**src/rtl/neuro_nav_pkg.sv**
```systemverilog
// Shared types for the neuromorphic navigation front-end: move-word layout and direction codes.
package neuro_nav_pkg;

    localparam int unsigned N_CH         = 4;
    localparam int unsigned STEP_W       = 16;
    localparam int unsigned MOVE_W       = 32;
    localparam int unsigned MOVE_DIR_LSB = 16;
    localparam int unsigned MOVE_DIR_MSB = 17;

    typedef enum logic [1:0] {
        DIR_E = 2'd0,
        DIR_N = 2'd1,
        DIR_W = 2'd2,
        DIR_S = 2'd3
    } dir_e;

    typedef struct packed {
        logic [13:0]       pad;
        dir_e              dir;
        logic [STEP_W-1:0] step;
    } move_word_t;

    // Builds a move word with the layout the integrator's sensor register decodes.
    function automatic move_word_t make_move(input logic [1:0] idx, input logic [STEP_W-1:0] step);
        logic [MOVE_W-1:0] raw;
        raw                            = '0;
        raw[STEP_W-1:0]                = step;
        raw[MOVE_DIR_MSB:MOVE_DIR_LSB] = idx;
        return move_word_t'(raw);
    endfunction

endpackage

```
**src/rtl/spike_odometry_encoder_if.sv**
```systemverilog
// Valid/ready move-word channel from the spike encoder to the dead-reckoning integrator.
interface spike_odometry_encoder_if;
    import neuro_nav_pkg::*;

    logic       mv_valid;
    logic       mv_ready;
    move_word_t mv_data;

    modport master (output mv_valid, output mv_data, input mv_ready);
    modport slave  (input mv_valid, input mv_data, output mv_ready);
endinterface

```
**src/rtl/lif_neuron.sv**
```systemverilog
// One spike channel: pin synchronizer, rising-edge detect, leaky saturating membrane, fire request.
module lif_neuron #(
    parameter int unsigned MEM_W = 8
) (
    input  logic             clk,
    input  logic             rst_n,
    input  logic             spike_pin,
    input  logic             enable,
    input  logic             clear,
    input  logic             grant,
    input  logic             leak_tick,
    input  logic [MEM_W-1:0] thresh,
    input  logic [3:0]       weight,
    output logic             req_c,
    output logic             at_max_c
);

    localparam int unsigned SUM_W = MEM_W + 2;
    localparam logic [MEM_W-1:0] MEM_MAX = '1;

    logic             s1, s2, s3;
    logic             spk;
    logic [MEM_W-1:0] mem, mem_nxt, thr_eff;
    logic [SUM_W-1:0] sum, net;

    // Two-flop synchronizer plus one delay flop for edge detection.
    always_ff @(posedge clk or negedge rst_n) begin
        if (!rst_n) begin
            s1 <= 1'b0;
            s2 <= 1'b0;
            s3 <= 1'b0;
        end else begin
            s1 <= spike_pin;
            s2 <= s1;
            s3 <= s2;
        end
    end

    assign spk = s2 & ~s3;

    always_comb begin
        sum = SUM_W'(mem) + (spk ? SUM_W'(weight) : SUM_W'(0));
        net = (leak_tick && (sum != '0)) ? sum - SUM_W'(1) : sum;
        if (clear || !enable) begin
            mem_nxt = '0;
        end else if (grant) begin
            mem_nxt = spk ? MEM_W'(weight) : '0;
        end else if (net > SUM_W'(MEM_MAX)) begin
            mem_nxt = MEM_MAX;
        end else begin
            mem_nxt = net[MEM_W-1:0];
        end
    end

    always_ff @(posedge clk or negedge rst_n) begin
        if (!rst_n) mem <= '0;
        else        mem <= mem_nxt;
    end

    // A zero threshold would fire on an empty membrane, so it is lifted to 1.
    assign thr_eff  = (thresh == '0) ? MEM_W'(1) : thresh;
    assign req_c    = enable && (mem >= thr_eff);
    assign at_max_c = (mem == MEM_MAX);

endmodule

```
**src/rtl/spike_odometry_encoder.sv**
```systemverilog
// Four LIF spike channels, round-robin arbitrated into a small move FIFO offered over valid/ready.
module spike_odometry_encoder
    import neuro_nav_pkg::*;
#(
    parameter int unsigned MEM_W       = 8,
    parameter int unsigned LEAK_PERIOD = 16,
    parameter int unsigned FIFO_DEPTH  = 4
) (
    input  logic                           clk,
    input  logic                           rst_n,
    input  logic [N_CH-1:0]                spike_in,
    input  logic                           cfg_enable,
    input  logic                           cfg_clear,
    input  logic [MEM_W-1:0]               cfg_thresh,
    input  logic [3:0]                     cfg_weight,
    input  logic [STEP_W-1:0]              cfg_step,
    spike_odometry_encoder_if.master       mv,
    output logic [$clog2(FIFO_DEPTH):0]    fifo_level,
    output logic                           sat_sticky
);

    localparam int unsigned PTR_W  = $clog2(FIFO_DEPTH);
    localparam int unsigned PW     = PTR_W + 1;
    localparam int unsigned LEAK_W = $clog2(LEAK_PERIOD);

    logic [LEAK_W-1:0] leak_cnt;
    logic              leak_tick;
    logic [N_CH-1:0]   req, at_max, gnt;
    logic [1:0]        rr_ptr, gnt_idx, cand;
    logic              gnt_any;
    logic [PW-1:0]     wr_ptr, rd_ptr;
    logic              empty, full, push, pop;
    move_word_t        fifo_mem [FIFO_DEPTH];

    assign leak_tick = (leak_cnt == LEAK_W'(LEAK_PERIOD - 1));

    // Free-running leak timebase; unaffected by cfg_clear or cfg_enable.
    always_ff @(posedge clk or negedge rst_n) begin
        if (!rst_n)         leak_cnt <= '0;
        else if (leak_tick) leak_cnt <= '0;
        else                leak_cnt <= leak_cnt + LEAK_W'(1);
    end

    for (genvar i = 0; i < N_CH; i++) begin : g_ch
        lif_neuron #(.MEM_W(MEM_W)) u_lif (
            .clk       (clk),
            .rst_n     (rst_n),
            .spike_pin (spike_in[i]),
            .enable    (cfg_enable),
            .clear     (cfg_clear),
            .grant     (gnt[i]),
            .leak_tick (leak_tick),
            .thresh    (cfg_thresh),
            .weight    (cfg_weight),
            .req_c     (req[i]),
            .at_max_c  (at_max[i])
        );
    end

    // Round-robin search from rr_ptr; no grant while full (no pop bypass) or clearing.
    always_comb begin
        gnt     = '0;
        gnt_idx = rr_ptr;
        gnt_any = 1'b0;
        cand    = rr_ptr;
        if (!full && !cfg_clear) begin
            for (int k = 0; k < N_CH; k++) begin
                cand = rr_ptr + 2'(k);
                if (!gnt_any && req[cand]) begin
                    gnt_any = 1'b1;
                    gnt_idx = cand;
                end
            end
            gnt[gnt_idx] = gnt_any;
        end
    end

    assign empty = (wr_ptr == rd_ptr);
    assign full  = (wr_ptr[PTR_W] != rd_ptr[PTR_W]) &&
                   (wr_ptr[PTR_W-1:0] == rd_ptr[PTR_W-1:0]);
    assign push  = gnt_any;
    assign pop   = !empty && mv.mv_ready && !cfg_clear;

    always_ff @(posedge clk or negedge rst_n) begin
        if (!rst_n) begin
            wr_ptr     <= '0;
            rd_ptr     <= '0;
            rr_ptr     <= '0;
            sat_sticky <= 1'b0;
        end else if (cfg_clear) begin
            wr_ptr     <= '0;
            rd_ptr     <= '0;
            rr_ptr     <= '0;
            sat_sticky <= 1'b0;
        end else begin
            if (push) begin
                wr_ptr <= wr_ptr + PW'(1);
                rr_ptr <= gnt_idx + 2'd1;
            end
            if (pop) rd_ptr <= rd_ptr + PW'(1);
            if (|(req & ~gnt & at_max)) sat_sticky <= 1'b1;
        end
    end

    // Storage needs no reset: the head is masked to zero whenever the FIFO is empty.
    always_ff @(posedge clk) begin
        if (push) fifo_mem[wr_ptr[PTR_W-1:0]] <= make_move(gnt_idx, cfg_step);
    end

    assign mv.mv_valid = !empty;
    assign mv.mv_data  = empty ? '0 : fifo_mem[rd_ptr[PTR_W-1:0]];
    assign fifo_level  = wr_ptr - rd_ptr;

endmodule
```
**src/flat_wrapper.sv**
```systemverilog
// flat-port wrapper written by rule: the top's interface ports become plain ports
module spike_odometry_encoder_flat import neuro_nav_pkg::*;
#(
    parameter int unsigned MEM_W       = 8,
    parameter int unsigned LEAK_PERIOD = 16,
    parameter int unsigned FIFO_DEPTH  = 4
)
  (clk, rst_n, spike_in, cfg_enable, cfg_clear, cfg_thresh, cfg_weight, cfg_step, fifo_level, sat_sticky, mv_mv_valid, mv_mv_data, mv_mv_ready);
  spike_odometry_encoder_if mv_i ();
  input  logic clk;
  input  logic rst_n;
  input  logic [N_CH-1:0] spike_in;
  input  logic cfg_enable;
  input  logic cfg_clear;
  input  logic [MEM_W-1:0] cfg_thresh;
  input  logic [3:0] cfg_weight;
  input  logic [STEP_W-1:0] cfg_step;
  output logic [$clog2(FIFO_DEPTH):0] fifo_level;
  output logic sat_sticky;
  output wire logic [$bits(mv_i.mv_valid)-1:0] mv_mv_valid;
  output wire logic [$bits(mv_i.mv_data)-1:0] mv_mv_data;
  input wire logic [$bits(mv_i.mv_ready)-1:0] mv_mv_ready;
  assign mv_mv_valid = mv_i.mv_valid;
  assign mv_mv_data = mv_i.mv_data;
  assign mv_i.mv_ready = mv_mv_ready;
  spike_odometry_encoder #(.MEM_W(MEM_W), .LEAK_PERIOD(LEAK_PERIOD), .FIFO_DEPTH(FIFO_DEPTH)) u_core (.clk(clk), .rst_n(rst_n), .spike_in(spike_in), .cfg_enable(cfg_enable), .cfg_clear(cfg_clear), .cfg_thresh(cfg_thresh), .cfg_weight(cfg_weight), .cfg_step(cfg_step), .mv(mv_i), .fifo_level(fifo_level), .sat_sticky(sat_sticky));
endmodule
```
**config.mk**
```make
export PLATFORM = sky130hd
export DESIGN_NAME = spike_odometry_encoder_flat
export DESIGN_NICKNAME = d
export VERILOG_FILES = /design/src/rtl/neuro_nav_pkg.sv /design/src/rtl/spike_odometry_encoder_if.sv /design/src/rtl/lif_neuron.sv /design/src/rtl/spike_odometry_encoder.sv /design/src/flat_wrapper.sv
export SDC_FILE = /design/constraint.sdc
export NUM_CORES = 1
export LEC_CHECK = 0
export ABC_CLOCK_PERIOD_IN_PS = 3500
export CAP_MARGIN = 20
export CORE_AREA = 2 2 165 167
export DETAILED_ROUTE_END_ITERATION = 10
export DIE_AREA = 0 0 167 169
export GPL_TIMING_DRIVEN = 1
export PLACE_DENSITY = 0.57
export REMOVE_ABC_BUFFERS = 1
export SYNTH_ARGS = -nofsm -noshare
export SYNTH_HDL_FRONTEND = slang
export SYNTH_HIERARCHICAL = 1
export SYNTH_SLANG_ARGS = --single-unit
```
**constraint.sdc**
```tcl
create_clock -name clk -period 3.5 [get_ports clk]
set_clock_uncertainty 0.05 [all_clocks]
set_input_delay 0.35 -clock clk [delete_from_list [all_inputs] [get_ports clk]]
set_output_delay 0.35 -clock clk [all_outputs]
set_load 0.005 [all_outputs]
```
## After elaboration in Yosys (flattened, before gate mapping)

Memory sizes are Yosys's and may differ from the RTL's.
Index checks and enable logic that the tools add are counted.

- Bits in registers: 57
- Bits in writable memories: 72
- Input bits: 37
- Output and inout port bits: 37
- Word-level logic and storage cells: 167
- Memories kept: 1

- Add/subtract/negate cells: 16
- $lt $le $gt $ge: 14
- Equality and inequality tests: 8
- Multiplexer cells: 62
- Bitwise gates (word level): 12
- Reductions and logical operators: 33

Memory list:

| name | depth | bits a word | rd ports | clocked after memory_dff | wr ports | RTL line | RTL |
|---|---|---|---|---|---|---|---|
| u_core.fifo_mem | 4 | 18 | 1 | 0 | 1 | spike_odometry_encoder.sv:33 | `move_word_t fifo_mem [FIFO_DEPTH];` |

Operators by type and width:

| operator | number |
|---|---|
| $mux 8 | 13 |
| $gt 10x8->1 const B | 4 |
| $mux 10 | 4 |
| $mux 4 | 10 |
| $reduce_bool 10->1 | 4 |
| $sub 9x1->10 const B | 4 |
| $add 8x4->9 | 4 |
| $eq 8x8->1 const B | 4 |
| $ge 8x8->1 | 4 |
| $mux 32 | 1 |
| $mux 1 | 18 |
| $logic_and 1x1->1 | 16 |
| $lt 2x3->1 const B | 5 |
| $mux 2 | 7 |
| $and 4x4->4 | 3 |
| $mux 3 | 4 |
| $bmux 1 s2 | 4 |
| $logic_not 8->1 | 1 |
| $logic_not 1->1 | 7 |
| $add 3x1->3 const B | 2 |
| $reduce_bool 2->1 | 3 |
| $add 2x1->2 const B | 2 |
| $add 2x2->2 const B | 2 |
| $add 4x1->4 const B | 1 |
| 12 further kinds | 18 |

## Depth between registers and ports, before layout

Gate-level depths: netlist of the first run.

- Depth after elaboration: 32
- Mapped depth: 18
- Depth with buffers taken out: 17

## Cells and area by module

Netlist of the first run, hierarchy kept.

By module, submodules not included:

| module | instances | cells each | area an instance (um2) | seq. area each (um2) |
|---|---|---|---|---|
| lif_neuron (u_core.g_ch[0].u_lif ...) | 3 | 149 | 1318.8 | 275.3 |
| spike_odometry_encoder | 1 | 239 | 3804.9 | 2487.4 |
| lif_neuron (u_core.g_ch[2].u_lif) | 1 | 149 | 1328.8 | 275.3 |

## Worst setup path after synthesis of the first run

No wires, ideal clock.

- Path type: input port to flip-flop
- Start point: in cfg_thresh[4]
- End point: mem u_core/fifo_mem[3][0] (netlist name), enable pin
- Library setup time: 378 ps
- Data arrival time: 2907 ps
- Required time: 3072 ps
- Path slack: 166 ps
- Stages: 14
- Path buffers: 1
- Path through: nor4_1 > a41o_1 > ha_1 > nand2b_1 > a21o_1 > a21oi_1 > nor2b_1 > o21ai_0 > a21o_1 > a21oi_1 > nor4_1 > a311oi_1 > buf_2 > and2_1

- Word-level cells in the longest chain between the ends: 23
- Elaborated cells between the ends (all ways): 35
- Those cells by class: order compare: 4; mux: 20; reduce/logical: 11

RTL lines:

| what | RTL line | RTL |
|---|---|---|
| from (decl) | flat_wrapper.sv:15 | `input logic [MEM_W-1:0] cfg_thresh;` |
| $logic_not 8->1 | lif_neuron.sv:61 | `assign thr_eff = (thresh == '0) ? MEM_W'(1) : thresh;` |
| $mux 8 (*) | lif_neuron.sv:61 |  |
| $ge 8x8->1 (*) | lif_neuron.sv:62 | `assign req_c = enable && (mem >= thr_eff);` |
| $logic_and 1x1->1 (*) | lif_neuron.sv:62 |  |
| via u_core.req[3] | spike_odometry_encoder.sv:28 | `logic [N_CH-1:0] req, at_max, gnt;` |
| $bmux 1 s2 | spike_odometry_encoder.sv:69 | `if (!gnt_any && req[cand]) begin` |
| $mux 1 (not written as such) | spike_odometry_encoder.sv:69 |  |
| $mux 1 | spike_odometry_encoder.sv:69 |  |
| [7 not listed] | n/a |  |
| $mux 1 | spike_odometry_encoder.sv:69 |  |
| $mux 1 | spike_odometry_encoder.sv:66 | `if (!full && !cfg_clear) begin` |
| $logic_not 1->1 | spike_odometry_encoder.sv:69 |  |
| $logic_and 1x1->1 | spike_odometry_encoder.sv:69 |  |
| $mux 1 (*) | spike_odometry_encoder.sv:69 |  |
| $mux 1 (*) (2 in a row) | spike_odometry_encoder.sv:66 |  |
| $mux 1 (*) | spike_odometry_encoder.sv:107 | `if (push) fifo_mem[wr_ptr[PTR_W-1:0]] <= make_move(gnt_idx, cfg_step);` |
| $mux 1 (not written as such) (*) | spike_odometry_encoder.sv:107 |  |
| to (decl) | spike_odometry_encoder.sv:33 |  |

Mark *: on every way through the listed nets, which the timed path passes. The rest lies on a longest branch. The select of a mux whose other input is x is not followed.

## Worst setup path in the final report of the first run

- Start point: in cfg_thresh[6]
- End point: reg u_core.sat_sticky

- Word-level cells in the longest chain between the ends: 31
- Elaborated cells between the ends (all ways): 48
- Those cells by class: order compare: 6; mux: 24; bitwise: 4; reduce/logical: 14

RTL lines:

| what | RTL line | RTL |
|---|---|---|
| $logic_not 8->1 | lif_neuron.sv:61 |  |
| $mux 8 (*) | lif_neuron.sv:61 |  |
| $ge 8x8->1 (*) | lif_neuron.sv:62 |  |
| $logic_and 1x1->1 (*) | lif_neuron.sv:62 |  |
| via u_core.req[0] | spike_odometry_encoder.sv:28 |  |
| $bmux 1 s2 | spike_odometry_encoder.sv:69 |  |
| $mux 1 (not written as such) | spike_odometry_encoder.sv:69 |  |
| $mux 1 | spike_odometry_encoder.sv:69 |  |
| [15 not listed] | n/a |  |
| $mux 1 (not written as such) | spike_odometry_encoder.sv:74 | `gnt[gnt_idx] = gnt_any;` |
| $demux 1 s2 | n/a |  |
| $and 4x4->4 (no line) | n/a |  |
| $mux 4 | spike_odometry_encoder.sv:66 |  |
| $not 4->4 | spike_odometry_encoder.sv:101 | `if (\|(req & ~gnt & at_max)) sat_sticky <= 1'b1;` |
| $and 4x4->4 (*) (2 in a row) | spike_odometry_encoder.sv:101 |  |
| $reduce_or 4->1 (*) | spike_odometry_encoder.sv:101 |  |
| $reduce_bool 2->1 (no line) (*) | n/a |  |
| to (signal assigned) | spike_odometry_encoder.sv:89 | `sat_sticky <= 1'b0;` |
| to (signal assigned) | spike_odometry_encoder.sv:94 | `sat_sticky <= 1'b0;` |
| to (signal assigned) | spike_odometry_encoder.sv:101 |  |
| to (decl) | spike_odometry_encoder.sv:19 | `output logic sat_sticky` |

Marked as above.
A chain may end at the register's enable or synchronous reset.

==> results of run 1 <==
## stage by stage
stage	power (uW)	cells	util [%]	worst slack, ns
finish	4070	1342	42.9	0.226
global route	4250	1342	42.9	0.0188
CTS	4110	1340	42.7	0.0243
detailed placement	2350	1307	40.2	-0.692
global placement	2350	1307	40.2	-0.664
floorplan	2070	804	-	-0.164
## cell families (layout without fill, tap and decap cells)
kind of cell	after synthesis	in the layout	synth area share, %
xor+xnor	62	62	6.30
other cells	1	14	0.0413
buf+inv	95	248	5.53
simple gates	255	255	16.5
mux	30	30	5.81
compound gates	194	194	16.5
flops	129	129	39.5
fa+ha+maj	69	69	9.80
## worst min path at each step
stage                                                  from                                    end  slack, ns  depth (start not counted)
final                     u_core/g_ch[3].u_lif/s1$_DFF_PN0_      u_core/g_ch[3].u_lif/s2$_DFF_PN0_       0.30                          0
after global routing                            spike_in[3]      u_core/g_ch[3].u_lif/s1$_DFF_PN0_       0.30                          1
after CTS                                       spike_in[3]      u_core/g_ch[3].u_lif/s1$_DFF_PN0_       0.30                          1
after detailed placement  u_core/g_ch[3].u_lif/s1$_DFF_PN0_      u_core/g_ch[3].u_lif/s2$_DFF_PN0_       0.29                          0
after global placement    u_core/g_ch[0].u_lif/s1$_DFF_PN0_      u_core/g_ch[0].u_lif/s2$_DFF_PN0_       0.28                          0
after floorplan                                       rst_n  u_core/g_ch[0].u_lif/mem[0]$_DFF_PN0_      0.004                          0
## per-layer routing
metal	vias up	GRT usage [%]	wire, um	share of wire, %
met1	3281	22.0	10700	49
met3	15	2.53	774	3.6
met5	-	0	0	0
met4	0	3.90	175	0.80
met2	120	25.3	10100	46
li1	3369	-	-	-
## final cells by class
type,instances,share of cell area (%)
Tap cell,341,3.75
Inverter,51,1.68
Clock buffer,17,3.74
Sequential cell,129,31.5
Clock inverter,15,1.35
Multi-Input combinational cell,624,45.5
Timing Repair Buffer,165,12.4
## state kept, by name, indices dropped and copies added, names as in the netlist
name,count
u_core/sat_sticky,1
u_core/rd_ptr,3
u_core/g_ch.u_lif/s2,4
u_core/fifo_mem,72
u_core/g_ch.u_lif/s1,4
u_core/wr_ptr,3
u_core/rr_ptr,2
u_core/leak_cnt,4
u_core/g_ch.u_lif/s3,4
u_core/g_ch.u_lif/mem,32
## power by group through the flow
| stage | Sequential [uW] | Clock [uW] | Combinational, uW |
|---|---|---|---|
| after global routing | 1680 | 1840 | 727 |
| after floorplan | 1710 | 0 | 360 |
| final | 1680 | 1730 | 655 |
| after detailed placement | 1710 | 0 | 641 |
| after CTS | 1680 | 1780 | 651 |
| after global placement | 1710 | 0 | 638 |
## cells in the final DEF (no fill, tap or decap), drive strengths merged, types with 10 or more instances in the layout
cell           synthesis  routed
nand2                 14      14
mux2i                 10      10
clkdlybuf4s50          0      50
or2b                  10      10
clkbuf                 5      22
a21oi                 47      47
nor2                  54      54
conb                   1      14
xnor2                 49      49
buf                   39     106
dfrtp                 57      57
nor3                  18      18
and2b                 13      13
a21o                  13      13
nor4                  14      14
nand3                 10      10
nor2b                 15      15
nand4                 12      12
xor2                  13      13
mux4                  18      18
and2                  42      42
edfxtp                72      72
ha                    60      60
o21ai                 40      40
nand2b                10      10
a211oi                17      17
inv                   51      62
## timing repair
action                                  in CTS  in global routing
hold buffers                                 1                  0
hold endpoints to repair                    23                  0
endpoints found under the setup margin     106                114
pin swaps                                    2                 14
buffers inserted                             0                  2
resized for setup                           20                 26
==> summary.txt, run 1 <==
Pwr
  • Pwr Density: 358 nW/um2
  • Leak: 0.00461 uW
  • Sequential fraction of design power: 41.3%
  • Combinational share of power: 16.1%
  • Clock power frac: 42.6%
  • VDD IR-drop max: 0.303 mV
  • Switching power total: 1160 uW
  • Switching Fraction: 28.5%
  • Pint: 2910 uW

Logic synthesis
  • Synth top area share: 23.8%
  • Syn Std Cell Area: 9090 um2
  • Largest area contributor in the netlist: edfxtp_1
  • Largest cells by area after synthesis: edfxtp_1 (24%), dfrtp_1 (16%), ha_1 (8.3%)
  • Post-synth ARST share: 44.2%
  • Synth Flop Type: edfxtp_1
  • EDFF count, synth: 72
  • Most common cell in the netlist: edfxtp_1
  • Synth cell count leaders: edfxtp_1 (72), ha_1 (60), dfrtp_1 (57)
  • FF+latch count, synth: 129
  • Yosys warns: 6
  • Cell variety after synth: 72
  • Sequential share of the synthesized area: 39.5%
  • Post-Synthesis Cells: 835
  • Mapped Avg Cell Area: 10.9 um2

Floorplan
  • Initial core utilization: 34.3%
  • Die area: 28200 um2
  • IO Pins: 74
  • Core area: 26500 um2
  • Die Ht: 169 um
  • Row cnt: 60
  • Die Wd: 167 um

STA
  • Final hold slack: 0.298 ns
  • Worst Max-Slew Pin Slew: 0.643 ns
  • Final count of pins violating max slew: 0
  • Slew headroom: 57.1%
  • Period utilization: 93.5%
  • Final setup fails: 0
  • F_max: 305 MHz
  • Min Tclk post-route: 3.27 ns
  • RSZ-0062 raised after global routing: false
  • Fin. Hold Viols: 0
  • Final TNS setup: 0 ns

Routing
  • Initial DRC count: 398
  • Final wirelength: 21800 um
  • Antenna Nets Post-Route: 0
  • DRC: 0
  • DR vias: 6785
  • Vias per cell: 5.06
  • Drt wl/cell: 16.2 um
  • Router iterations before antenna repair: 4

GRT
  • Gr ovfl total: 0
  • GR Util All Layers: 15.6%
  • Largest net degree at the start of global routing: 35
  • Initial antenna violation count: 0
  • Vias in the first global route: 6705
  • First-pass GRT wire length: 35300 um

CTS
  • Skew-Pair Late Insertion Delay: 0.42 ns
  • Clock transition at path regs: 0.06 ns
  • TritonCTS clock tree: yes
  • H-tree level count: 4
  • Num CTS Buffers: 17
  • Deepest clock path buffer count: 2
  • # clock sinks: 129
  • Root Buffer: clkbuf_16

Setup path
  • CP Launch Type: input pin
  • R2R Path End: u_core/g_ch[0].u_lif/mem[2]$_DFF_PN0_
  • WP depth: 19
  • Crit-path slowest cell: or4_1
  • Crit-path max FO: 7
  • CP endpoint: u_core/sat_sticky$_DFFE_PN0P_
  • CP Class: in2reg
  • Crit path launch: cfg_thresh[6]
  • CP top delay family: compound AO/OA/AOI/OAI gates
  • Crit end category: register
  • CP max stage delay: 0.49 ns
  • Reg2Reg Launch Point: u_core/g_ch[0].u_lif/s2$_DFF_PN0_
  • Req. time, crit path: 3.76 ns
  • Crit-path most repeated cell: buf_4
  • FF-to-FF path depth: 12
  • Worst path bufs/invs: 4
  • Cells along the critical path: clkbuf_2 > nor4_2 > a41o_1 > ha_1 > nand2b_1 > a21o_1 > a21oi_1 > nor2b_1 > o21ai_1 > a21o_1 > a21oi_1 > buf_4 > or2b_1 > a21boi_2 > buf_4 > buf_4 > or4_1 > a41o_1 > o311ai_1
  • R2r setup slk: 0.29 ns
  • Critical Path AT: 3.53 ns

Place
  • IO buf count: 59
  • Cell Area, Placed: 10700 um2
  • Placed wire-length estimate: 16300 um
  • Routability cong.: 0.864

Finish
  • Final Cell Area: 11400 um2
  • Reg area: 3590 um2
  • P&R area growth vs syn: 25.2%
  • Filler cell count: 2535
  • Fraction of layout cells with a size suffix above 1: 24.5%
  • Final net count: 1090
  • N_diodes: 0
  • Multi-input logic area: 5180 um2

Hold path
  • Hold Crit Class: reg2reg

Job
  • Max-Cap Viols: 0

Status
  • Outcome: finished clean
Note: power is estimated with default switching activity, not from simulation.
==> run 2, diff against run 1 <==
ABC_AREA = 1   (was default)
CORE_AREA = 2 2 171 173   (was 2 2 165 167)
DIE_AREA = 0 0 173 175   (was 0 0 167 169)
==> run 2 against run 1 <==
Against the previous run: core utilization increased by 1.7 points; hold slack got worse by 0.26 ns; first-iteration DRC count up 5.0%; via count up 22%; critical path depth up 10; global-route usage increased by 0.43 points; largest power group is now combinational cells.
==> summary.txt, run 2 <==
GRT
  • GR Util All Layers: 16.1% (+0.43 points)
  • Gr ovfl total: 0 (unchanged)
  • Vias in the first global route: 7979 (+19%)
  • First-pass GRT wire length: 39700 um (+12%)
  • Largest net degree at the start of global routing: 40 (+14%)
  • Initial antenna violation count: 0 (unchanged)

Place
  • IO buf count: 59 (unchanged)
  • Routability cong.: 0.827 (-4.2%)
  • Post-Place Worst Slack: -0.919 ns (-0.227 ns)
  • Placed wire-length estimate: 17300 um (+6.4%)

Routing
  • Vias per cell: 4.72 (-6.7%)
  • Router iterations before antenna repair: 5 (+1)
  • DR vias: 8244 (+22%)
  • Final wirelength: 24700 um (+13%)
  • Drt wl/cell: 14.1 um (-13%)
  • Antenna Nets Post-Route: 0 (unchanged)
  • DRC: 0 (unchanged)
  • Initial DRC count: 418 (+5.0%)

Logic synthesis
  • Post-Synthesis Cells: 1206 (+44%)
  • Cell variety after synth: 44 (-39%)
  • Syn Std Cell Area: 9790 um2 (+7.7%)
  • Largest area contributor in the netlist: edfxtp_1
  • Most common cell in the netlist: nand2_1
  • Yosys warns: 6 (unchanged)
  • Sequential share of the synthesized area: 36.7% (-2.8 points)
  • FF+latch count, synth: 129 (unchanged)
  • EDFF count, synth: 72 (unchanged)
  • Synth top area share: 22.1% (-1.7 points)
  • Synth cell count leaders: nand2_1 (222), inv_1 (173), nor2_1 (127)
  • Largest cells by area after synthesis: edfxtp_1 (22%), dfrtp_1 (15%), nand2_1 (8.5%)
  • Synth Flop Type: edfxtp_1
  • Post-synth ARST share: 44.2% (unchanged)
  • Mapped Avg Cell Area: 8.12 um2 (-25%)

Finish
  • Most common cell after layout, fill and taps aside: nand2_1
  • Final net count: 1452 (+33%)
  • Largest register FFs: 72 (unchanged)
  • Fraction of layout cells with a size suffix above 1: 30.0% (+5.5 points)
  • N_diodes: 0 (unchanged)
  • P&R area growth vs syn: 29.6%
  • Post-layout util: 44.7% (+1.7 points)
  • Commonest non-fill, non-tap cells in the layout: nand2_1 (196), inv_1 (158), nor2_1 (115)

Floorplan
  • Die Wd: 173 um (+3.6%)
  • Die Ht: 175 um (+3.6%)
  • Initial core utilization: 34.5% (+0.18 points)
  • Core area: 28400 um2 (+7.1%)
  • Row cnt: 62 (+3.3%)
  • Die area: 30300 um2 (+7.3%)
  • IO Pins: 74 (unchanged)

Setup path
  • CP Launch Type: input pin
  • Critical Path AT: 3.74 ns (+0.21 ns)
  • Crit path launch: cfg_thresh[4]
  • CP max stage delay: 0.26 ns (-0.23 ns)
  • Req. time, crit path: 3.75 ns (about the same)
  • Crit end category: register
  • Reg2Reg Launch Point: u_core/g_ch[3].u_lif/mem[0]$_DFF_PN0_
  • Crit-path most repeated cell: nand2_1
  • CP Class: in2reg
  • Crit-path max FO: 7 (unchanged)
  • Crit-path slowest cell: nor4_2

STA
  • Slew headroom: 35.3% (-22 points)
  • Worst Max-Slew Pin Slew: 0.971 ns (+0.328 ns)
  • Final setup fails: 0 (unchanged)
  • Final count of pins violating max slew: 0 (unchanged)
  • Fin. Hold Viols: 0 (unchanged)
  • Period utilization: 99.5% (+6.0 points)
  • Final TNS setup: 0 ns (unchanged)
  • F_max: 287 MHz (-6.0%)
  • Min Tclk post-route: 3.48 ns (+0.210 ns)
  • Post-route setup slack: 0.0160 ns (-0.210 ns)
  • RSZ-0062 raised after global routing: true

CTS
  • Deepest clock path buffer count: 2 (unchanged)
  • Skew-Pair Late Insertion Delay: 0.42 ns (about the same)
  • Num CTS Buffers: 17 (unchanged)
  • # clock sinks: 129 (unchanged)
  • Root Buffer: clkbuf_16
  • Clock transition at path regs: 0.07 ns (about the same)
  • TritonCTS clock tree: yes
  • H-tree level count: 4 (unchanged)

Pwr
  • Clock power frac: 26.5% (-16 points)
  • VDD IR-drop max: 0.295 mV (-2.6%)
  • Combinational share of power: 44.9% (+29 points)
  • Switching Fraction: 39.8% (+11 points)
  • Switching power total: 2650 uW (+130%)
  • Sequential fraction of design power: 28.6% (-13 points)
  • Pint: 4010 uW (+38%)
  • Pwr Density: 526 nW/um2 (+47%)
  • Leak: 0.00612 uW (+33%)

Job
  • Max-Cap Viols: 0 (unchanged)

Status
  • Outcome: finished clean

Hold path
  • Hold Crit Class: in2async
run 2: cell types whose count changed in the layout (fill, tap and decap cells not counted), moves of 34 or more:
cell,delta
and2_1,-42
buf_4,-45
inv_1,+107
inv_2,+34
nand2_1,+183
nand2_2,+58
nand2_4,+46
nand3_1,+43
nor2_1,+65
xnor2_1,-42
run 2: kinds of logic (layout without fill, tap and decap cells):
family	after synthesis	count (layout)	synth area share, %
simple gates	608	608	34.6
buf+inv	236	380	9.91
compound gates	150	150	8.58
flops	129	129	36.7
fa+ha+maj	65	65	8.69
xor+xnor	17	17	1.52
other cells	1	14	0.0383
run 2: per-stage QoR:
step	total power, uW	hold WS (ns)	area (um2)	instances
finish	6670	0.0378	12700	1747
global route	7110	0.0983	12700	1747
CTS	6420	0.0626	12000	1733
detailed placement	4510	0.290	11200	1694
global placement	4480	0.287	11200	1694
floorplan	3470	0.00441	9630	1185
run 2: critical path, delay by kind of cell:
family                     cells  cell delay [ns]
buffers and inverters          3             0.38
adders and majority gates      1             0.23
and+or+nand+nor               18             1.73
AOI/OAI and AO/OA              7             1.05
run 2: routing by layer:
layer  wire length [um]  GRT usage [%]  vias up  part of all wire, %
met1              11600           21.5     3917                   47
met4                206           4.03        0                 0.84
met3                697           2.15       13                  2.8
li1                   -              -     4187                    -
met5                  0              0        -                    0
met2              12200           27.5      127                   49
run 2: power groups by stage:
stage,registers (uW),clock network [uW],logic [uW]
floorplan,1940,0,1530
global placement,1930,0,2550
detailed placement,1930,0,2580
CTS,1900,1810,2710
global route,1920,1880,3310
finish,1910,1770,2990
run 2: worst paths after layout:
check                                                         to  slack, ns  depth (start not counted)
min reg2reg                    u_core/g_ch[0].u_lif/s2$_DFF_PN0_       0.30                          0
max reg2reg                        u_core/sat_sticky$_DFFE_PN0P_       0.03                         27
max                                u_core/sat_sticky$_DFFE_PN0P_       0.02                         29
min in group clk               u_core/g_ch[0].u_lif/s2$_DFF_PN0_       0.30                          0
min                        u_core/g_ch[3].u_lif/mem[7]$_DFF_PN0_       0.04                          1
max in group asynchronous  u_core/g_ch[2].u_lif/mem[3]$_DFF_PN0_       2.53                          2
run 2: cell type report:
cell class / instances / area [um2]
Clock buffer: 17 / 425
Clock inverter: 15 / 156
Fill cell: 2795 / 15700
Inverter: 202 / 791
Multi-Input combinational cell: 854 / 5750
Sequential cell: 129 / 3590
Tap cell: 384 / 480
Timing Repair Buffer: 146 / 1490
run 2: timing repair:
action	CTS	global route
pin swaps	19	58
gates resized for setup	76	140
cloned	1	6
setup endpoints to repair	118	116
setup buffers	6	9
hold buffers	0	0
==> run 3, diff against run 2 <==
CELL_PAD_IN_SITES_DETAIL_PLACEMENT = 2   (was default)
CELL_PAD_IN_SITES_GLOBAL_PLACEMENT = 2   (was default)
PLACE_DENSITY = 0.83   (was 0.57)
RECOVER_POWER = 25   (was default)
==> run 3 against run 2 <==
Against the previous run: the flow now finishes with violations (setup timing); maximum frequency shrank 16%; clock-buffer cell count is the same; via count grew 13%; total power grew 9.6%; critical path type unchanged; critical endpoint is now u_core/g_ch[0].u_lif/mem[3]$_DFF_PN0_.
==> summary.txt, run 3 (synthesis results as in run 2) <==
STA
  • Worst Max-Slew Pin Slew: 1.06 ns (+0.0886 ns)
  • RSZ-0062 raised after global routing: true
  • Final count of pins violating max slew: 0 (unchanged)
  • Post-route setup slack: -0.655 ns (-0.671 ns)
  • Fin. Hold Viols: 0 (unchanged)
  • Final hold slack: 0.304 ns (+0.266 ns)
  • Final setup fails: 118 (+118)
  • Period utilization: 119% (+19 points)
  • Min Tclk post-route: 4.15 ns (+0.671 ns)
  • Slew headroom: 29.1% (-6.2 points)
  • F_max: 241 MHz (-16%)

Floorplan
  • Row cnt: 62 (unchanged)
  • Initial core utilization: 34.5% (unchanged)
  • IO Pins: 74 (unchanged)
  • Die Ht: 175 um (unchanged)
  • Die Wd: 173 um (unchanged)
  • Core area: 28400 um2 (unchanged)
  • Die area: 30300 um2 (unchanged)

Routing
  • DRC: 0 (unchanged)
  • Vias per cell: 5.33 (+13%)
  • DR vias: 9347 (+13%)
  • Final wirelength: 42300 um (+72%)
  • Antenna Nets Post-Route: 0 (unchanged)
  • Router iterations before antenna repair: 4 (-1)
  • Drt wl/cell: 24.2 um (+71%)
  • Initial DRC count: 457 (+9.3%)

Place
  • Placed cell count: 1689 (-0.30%)
  • IO buf count: 59 (unchanged)
  • Post-Place Worst Slack: -1.35 ns (-0.433 ns)
  • Placed wire-length estimate: 24900 um (+44%)
  • Cell Area, Placed: 11200 um2 (-0.22%)
  • Routability cong.: 0.791 (-4.3%)

Finish
  • Final net count: 1458 (+0.41%)
  • Fin cells: 1753 (+0.34%)
  • Largest register FFs: 72 (unchanged)
  • Filler cell count: 3146 (+13%)
  • P&R area growth vs syn: 32.4%
  • N_diodes: 0 (unchanged)
  • Commonest non-fill, non-tap cells in the layout: nand2_1 (184), inv_1 (158), nor2_1 (110)
  • Most common cell after layout, fill and taps aside: nand2_1
  • Post-layout util: 45.6% (+0.97 points)
  • Final Cell Area: 13000 um2 (+2.2%)
  • Fraction of layout cells with a size suffix above 1: 32.5% (+2.5 points)

Setup path
  • Req. time, crit path: 3.77 ns (+0.02 ns)
  • Reg2Reg Launch Point: u_core/g_ch[3].u_lif/mem[0]$_DFF_PN0_
  • Crit-path most repeated cell: nand2_1
  • Crit-path slowest cell: ha_1
  • CP Launch Type: input pin
  • Crit-path max FO: 6 (-1)
  • R2r setup slk: -0.55 ns (-0.58 ns)
  • R2R Path End: u_core/g_ch[0].u_lif/mem[3]$_DFF_PN0_
  • Critical Path AT: 4.42 ns (+0.68 ns)
  • CP max stage delay: 0.30 ns (+0.04 ns)
  • Crit end category: register
  • CP Class: in2reg
  • FF-to-FF path depth: 27 (unchanged)

Pwr
  • Pwr Density: 564 nW/um2 (+7.2%)
  • Leak: 0.00615 uW (+0.61%)
  • VDD IR-drop max: 0.271 mV (-8.2%)

GRT
  • GR Util All Layers: 24.9% (+8.8 points)
  • Largest net degree at the start of global routing: 39 (-2.5%)
  • Vias in the first global route: 10400 (+31%)
  • First-pass GRT wire length: 58500 um (+47%)
  • Gr ovfl total: 0 (unchanged)
  • Initial antenna violation count: 0 (unchanged)

Status
  • Outcome: finished, violations left
  • Violated checks: setup timing

CTS
  • H-tree level count: 4 (unchanged)
  • Skew-Pair Late Insertion Delay: 0.45 ns (+0.03 ns)
  • Num CTS Buffers: 17 (unchanged)
  • TritonCTS clock tree: yes
  • Clock transition at path regs: 0.07 ns (about the same)
  • Deepest clock path buffer count: 2 (unchanged)
  • # clock sinks: 129 (unchanged)
  • Root Buffer: clkbuf_16

Hold path
  • Worst Hold End: u_core/g_ch[0].u_lif/s2$_DFF_PN0_
  • Hold depth: 0
  • Hold path startpoint: u_core/g_ch[0].u_lif/s1$_DFF_PN0_
  • Hold Crit Class: reg2reg

Job
  • Max-Cap Viols: 0 (unchanged)
run 3: worst max path at each step:
stage	startpoint	endpoint	slack, ns	depth (start not counted)
3_3_place_gp	cfg_thresh[3]	u_core/g_ch[1].u_lif/mem[0]$_DFF_PN0_	-1.09	28
6_report	cfg_thresh[7]	u_core/g_ch[0].u_lif/mem[3]$_DFF_PN0_	-0.65	29
5_1_grt	cfg_thresh[7]	u_core/g_ch[0].u_lif/mem[3]$_DFF_PN0_	-0.77	29
4_1_cts	cfg_thresh[2]	u_core/sat_sticky$_DFFE_PN0P_	-0.17	30
2_1_floorplan	cfg_thresh[3]	u_core/fifo_mem[0][0]$_DFFE_PP_	0.03	21
3_5_place_dp	cfg_thresh[3]	u_core/g_ch[1].u_lif/mem[0]$_DFF_PN0_	-1.35	29
run 3: cell type report:
cell class              instances  area (um2)  share of cell area (%)
clock inverters                15         159                    1.23
clock buffers                  17         425                    3.28
repair buffers                152        1530                    11.8
flip-flops and latches        129        3590                    27.7
inverters                     202         828                    6.39
multi-input cells             854        5940                    45.9
well taps                     384         480                    3.71
run 3: power by group:
part | switching, uW | leakage, uW | internal, uW | total [uW]
clock network | 900 | 0.000280 | 953 | 1850
logic | 2140 | 0.00447 | 1370 | 3510
registers | 154 | 0.00141 | 1790 | 1940
run 3: worst max-delay path, delay by kind of cell:
family,cells,cell delay (ns)
AO/OA/AOI/OAI,8,1.41
buffers and inverters,7,0.94
AND/OR/NAND/NOR,13,1.41
adder cells (fa/ha/maj),1,0.30
run 3: timing repair:
| item | in CTS | in global routing |
|---|---|---|
| hold buffers | 1 | 0 |
| gates resized for setup | 153 | 129 |
| pin swaps | 35 | 67 |
| endpoints found under the setup margin | 118 | 118 |
| gates cloned | 3 | 4 |
| setup buffers | 16 | 9 |
| hold endpoints to repair | 24 | 0 |
run 3: stage by stage:
| stage | setup TNS, ns | power [uW] |
|---|---|---|
| after floorplan | 0 | 3470 |
| after global placement | -110.82 | 4490 |
| after detailed placement | -134.09 | 4700 |
| after CTS | -8.57 | 6820 |
| after global routing | -68.35 | 7640 |
| final | -56.13 | 7310 |
run 3: per-layer routing:
layer / up-vias / share of wire [%] / global-route usage [%]
met4: 0 / 4.6 / 11.1
li1: 4191 / - / -
met2: 285 / 54 / 47.3
met3: 129 / 2.8 / 3.57
met1: 4742 / 38 / 27.4
met5: - / 0 / 0
==> edit 1 (flow settings as in run 3) <==
Reset style: synchronous (`rst_n`), changed in 4 clocked blocks.
--- a/src/rtl/lif_neuron.sv
+++ b/src/rtl/lif_neuron.sv
@@ -26,3 +26,3 @@
     // Two-flop synchronizer plus one delay flop for edge detection.
-    always_ff @(posedge clk or negedge rst_n) begin
+    always_ff @(posedge clk) begin
         if (!rst_n) begin
@@ -54,3 +54,3 @@
 
-    always_ff @(posedge clk or negedge rst_n) begin
+    always_ff @(posedge clk) begin
         if (!rst_n) mem <= '0;
--- a/src/rtl/spike_odometry_encoder.sv
+++ b/src/rtl/spike_odometry_encoder.sv
@@ -37,3 +37,3 @@
     // Free-running leak timebase; unaffected by cfg_clear or cfg_enable.
-    always_ff @(posedge clk or negedge rst_n) begin
+    always_ff @(posedge clk) begin
         if (!rst_n)         leak_cnt <= '0;
@@ -83,3 +83,3 @@
 
-    always_ff @(posedge clk or negedge rst_n) begin
+    always_ff @(posedge clk) begin
         if (!rst_n) begin
Check against the original RTL: not equivalent (Yosys sat finds a counterexample within 10 cycles, from zero or initial values and one cycle with rst_n low; the reset may be asserted at any time).
==> edit 1 against run 3 <==
- the flow still finishes with violations (negative setup slack)
- final cell count increased by 5.0%
- synthesized cell count up 6.0%
- setup slack improved by 600 ps
- fmax is 17% higher
- routed wire length decreased by 10%
- design area down 6.6%
- sequential cell count up 2
- utilization is 3.0 points lower
- area after synthesis shrank 3.4%
- highest routed layer unchanged
Power is not compared: it rests on default switching activity, and its combinational part moved more than twofold at a synthesized area within 25%.
==> edit 1: results (changes against run 3) <==
drt via density 5.139 (-3.6%); layout cells sized above 1 0.2135 (-0.1116); crit path max fanout 8 (+2); Worst Hold Endpoint u_core/g_ch[1].u_lif/s1; 1st-iter DRT viols 531 (+16%); vias in the first global route 10,610 (+1.7%); routed wl met3 1223 µm (+2.5%); GRT Util Overall 0.2460 (-0.003104); Worst R2R Setup Slack 60 ps (+610 ps); RD Place Congestion 0.7925 (+0.16%); WL final 37,920 µm (-10%); Detailed Place HPWL 25,280 µm (+1.4%); CP Data Arrival Time 3890 ps (-530 ps); M1 wire length 15,290 µm (-5.7%); pre-CTS WS -807.7 ps (+544.5 ps); top cells by area, synth edfxtp_1, dfxtp_1, nand2_1; synth cell count leaders nand2_1, inv_1, nor2_1; Worst Setup Slack, final -51.97 ps (+602.6 ps); distinct cell type count after synthesis 46 (+4.5%); run status finished, violations left; Pre-antenna DRT Iters 5 (+1); Max-slew headroom 0.3427 (+0.05169); final setup fails 4 (-97%); critical path's top delay family simple AND/OR/NAND/NOR gates; Reg-to-Reg End u_core/g_ch[1].u_lif/mem[2]; failing checks negative setup slack
edit 1: how the worst max path moves through the flow:
| stage | from | to | depth (start not counted) |
|---|---|---|---|
| 5_1_grt | cfg_thresh[2] | u_core/g_ch[2].u_lif/mem[1] | 25 |
| 3_5_place_dp | cfg_thresh[2] | u_core/g_ch[2].u_lif/mem[3] | 29 |
| 6_report | cfg_thresh[2] | u_core/g_ch[1].u_lif/mem[2] | 27 |
| 3_3_place_gp | cfg_thresh[2] | u_core/g_ch[2].u_lif/mem[3] | 27 |
| 4_1_cts | cfg_thresh[6] | u_core/g_ch[3].u_lif/mem[1] | 25 |
| 2_1_floorplan | cfg_thresh[6] | u_core/fifo_mem[3][0] | 18 |
edit 1: cell type report:
type / instances / area, µm² / share of cell area
Multi-Input combinational cell: 907 / 5416 / 0.4475
Sequential cell: 131 / 3343 / 0.2762
Timing Repair Buffer: 166 / 1441 / 0.1191
Inverter: 221 / 854.6 / 0.07060
Tap cell: 384 / 480.5 / 0.03969
Clock buffer: 19 / 442.9 / 0.03659
Clock inverter: 13 / 125.1 / 0.01034
edit 1: timing repair:
| action | CTS | global route |
|---|---|---|
| gates resized for setup | 68 | 54 |
| buffers inserted | 4 | 6 |
| pin swaps | 26 | 34 |
| setup endpoints to repair | 116 | 115 |
edit 1: stage by stage:
stage	setup TNS, ps	total power [mW]	cells	utilization
floorplan	0	1.877	1259	-
global placement	-31330	2.051	1800	0.3935
detailed placement	-72100	2.077	1800	0.3935
CTS	0	3.938	1835	0.4205
global route	-2192	4.051	1841	0.4263
finish	-92.38	3.915	1841	0.4263
edit 1: where the power goes:
part / switching (mW) / total [mW] / leakage [nW] / internal, mW
sequential: 0.00918 / 1.64 / 1.13 / 1.63
combinational: 0.263 / 0.439 / 4.47 / 0.175
clock: 0.829 / 1.84 / 0.270 / 1.01
edit 1: worst reg2reg max path, cell delays in order (launching register included):
cell and delay, ps:
dfxtp_1 350, ha_1 340, a21oi_1 240, o21ai_2 110
nand4_1 110, o211ai_1 120, o21ai_1 240, inv_2 130
inv_2 90, nand2_1 90, nand2_2 110, nand2_2 80
nand2_4 110, nand4_4 200, nand2_4 140, nand2_4 70
nor2_4 130, nand2_2 90, inv_2 110, inv_4 70
buf_4 140, nand3_2 70, nand2_1 100, inv_1 80
edit 1: kinds of logic (layout without fill, tap and decap cells):
group	after synthesis	in the layout	share of synthesized area
compound gates	162	162	0.09226
xor+xnor	22	22	0.02038
fa+ha+maj	65	65	0.09001
buf+inv	253	419	0.1092
flops	131	131	0.3537
other cells	1	14	0.0003967
simple gates	644	644	0.3341
==> edit 2 (flow settings as in run 3) <==
Made on the original files. The package constant `STEP_W` goes from 16 to 12.
--- a/src/rtl/neuro_nav_pkg.sv
+++ b/src/rtl/neuro_nav_pkg.sv
@@ -4,3 +4,3 @@
     localparam int unsigned N_CH         = 4;
-    localparam int unsigned STEP_W       = 16;
+    localparam int unsigned STEP_W       = 12;
     localparam int unsigned MOVE_W       = 32;
Interface: changed (resized cfg_step and mv_mv_data); port bits go from 74 to 66. The function was not compared with the original's and may differ.
==> edit 2 against run 3 <==
- the run still ends with negative setup slack left
- setup slack better by 230 ps
- count of clock-buffer cells in the layout unchanged
- design area down 9.8%
- routed wire length down 12%
- power down 12%
- sequential cell count down 16
- area after synthesis down 6.7%
- worst hold slack worse by 2.2 ps
- largest cell class unchanged
- largest power group unchanged
==> edit 2: results (changes against run 3) <==
grt met2 use 0.4257 (-0.04733); comb pwr 2.93 mW (-17%); Pre-antenna DRT Iters 5 (+1); Mapped Avg Cell Area 7.883 µm² (-2.9%); peak supply drop 0.3199 mV (+18%); layout cells sized above 1 0.3070 (-0.01802); I/O Buffers 51 (-14%); failing checks negative setup slack; Worst Hold Endpoint u_core/g_ch[1].u_lif/s2; r2r startpoint u_core/g_ch[1].u_lif/mem[0]; DR WL/cell 22.10 µm (-8.5%); final setup fails 102 (-14%); Worst Tran Pin Value 838.8 ps (-220.8 ps); run status finished, violations left; clock power share 0.282 (+0.028); routed wl met3 843 µm (-29%); Sum Neg Setup Slack -30,010 ps (+26,110 ps); Worst Setup Slack, final -423.7 ps (+230.8 ps); Critical Path Start cfg_thresh[2]; post-cts resize count 111 (-27%); RD Place Congestion 0.8375 (+5.9%); Async S/R FF share, synth 0.5044 (+0.06256); worst hold slack 302.0 ps (-2.225 ps); Detailed Place HPWL 23,160 µm (-7.1%); top_reg_cell synth dfrtp_1; Post-Synth Adder-Cell Area 0.09313 (+0.006213); max reg flops 56 (-22%); critical path's top delay family simple AND/OR/NAND/NOR gates; Worst R2R Setup Slack -300 ps (+250 ps); Switch Pwr 2.780 mW (-13%); crit path max fanout 5 (-1); EDFF count, synth 56 (-22%); register area share after synthesis 0.3402 (-0.02638); top cells by area, synth edfxtp_1, dfrtp_1, nand2_1; Final Non-Filler Cells 1,677 (-4.3%); HP Start u_core/g_ch[1].u_lif/s1; met3 usage 0.02763 (-0.008050); Fill cells 3,232 (+2.7%); placed cell area 10,430 µm² (-7.0%); xor/xnor cell area share of the yosys netlist 0.01630 (+0.001087); first-pass GRT wire length 52,470 µm (-10%); M1 wire length 14,830 µm (-8.5%); compound-gate portion of the synthesized area 0.08587 (+0.0001051); Pwr Total 6.448 mW (-12%); CP Data Arrival Time 4190 ps (-230 ps); vias in the first global route 9,509 (-8.9%); Vias 8,630 (-7.7%); Global Route met1 Usage 0.2516 (-0.02254); GRT Util Overall 0.2214 (-0.02769); distinct cell type count after synthesis 43 (-2.3%); Leak 5.717 nW (-7.1%)
==> edit 2: final cells by class <==
cell class | instances | area (µm²) | area share
Multi-Input combinational cell | 826 | 5612 | 0.4799
Sequential cell | 113 | 3108 | 0.2658
Timing Repair Buffer | 119 | 1114 | 0.09524
Inverter | 203 | 792.0 | 0.06774
Tap cell | 384 | 480.5 | 0.04109
Clock buffer | 17 | 425.4 | 0.03638
Clock inverter | 15 | 161.4 | 0.01380
==> edit 2: cells by family after synthesis <==
logic type | Yosys count
adders and majority gates | 65
DFF | 113
and+or+nand+nor | 590
other | 1
xor gates and xnor gates | 17
AOI/OAI and AO/OA | 140
buffers and inverters | 233
==> edit 2: stage by stage <==
stage                     utilization  setup WS, ps
final                          0.4118        -423.7
after global routing           0.4118        -635.4
after CTS                      0.3952        -13.77
after detailed placement       0.3673         -1254
after global placement         0.3673         -1002
after floorplan                     -         98.33
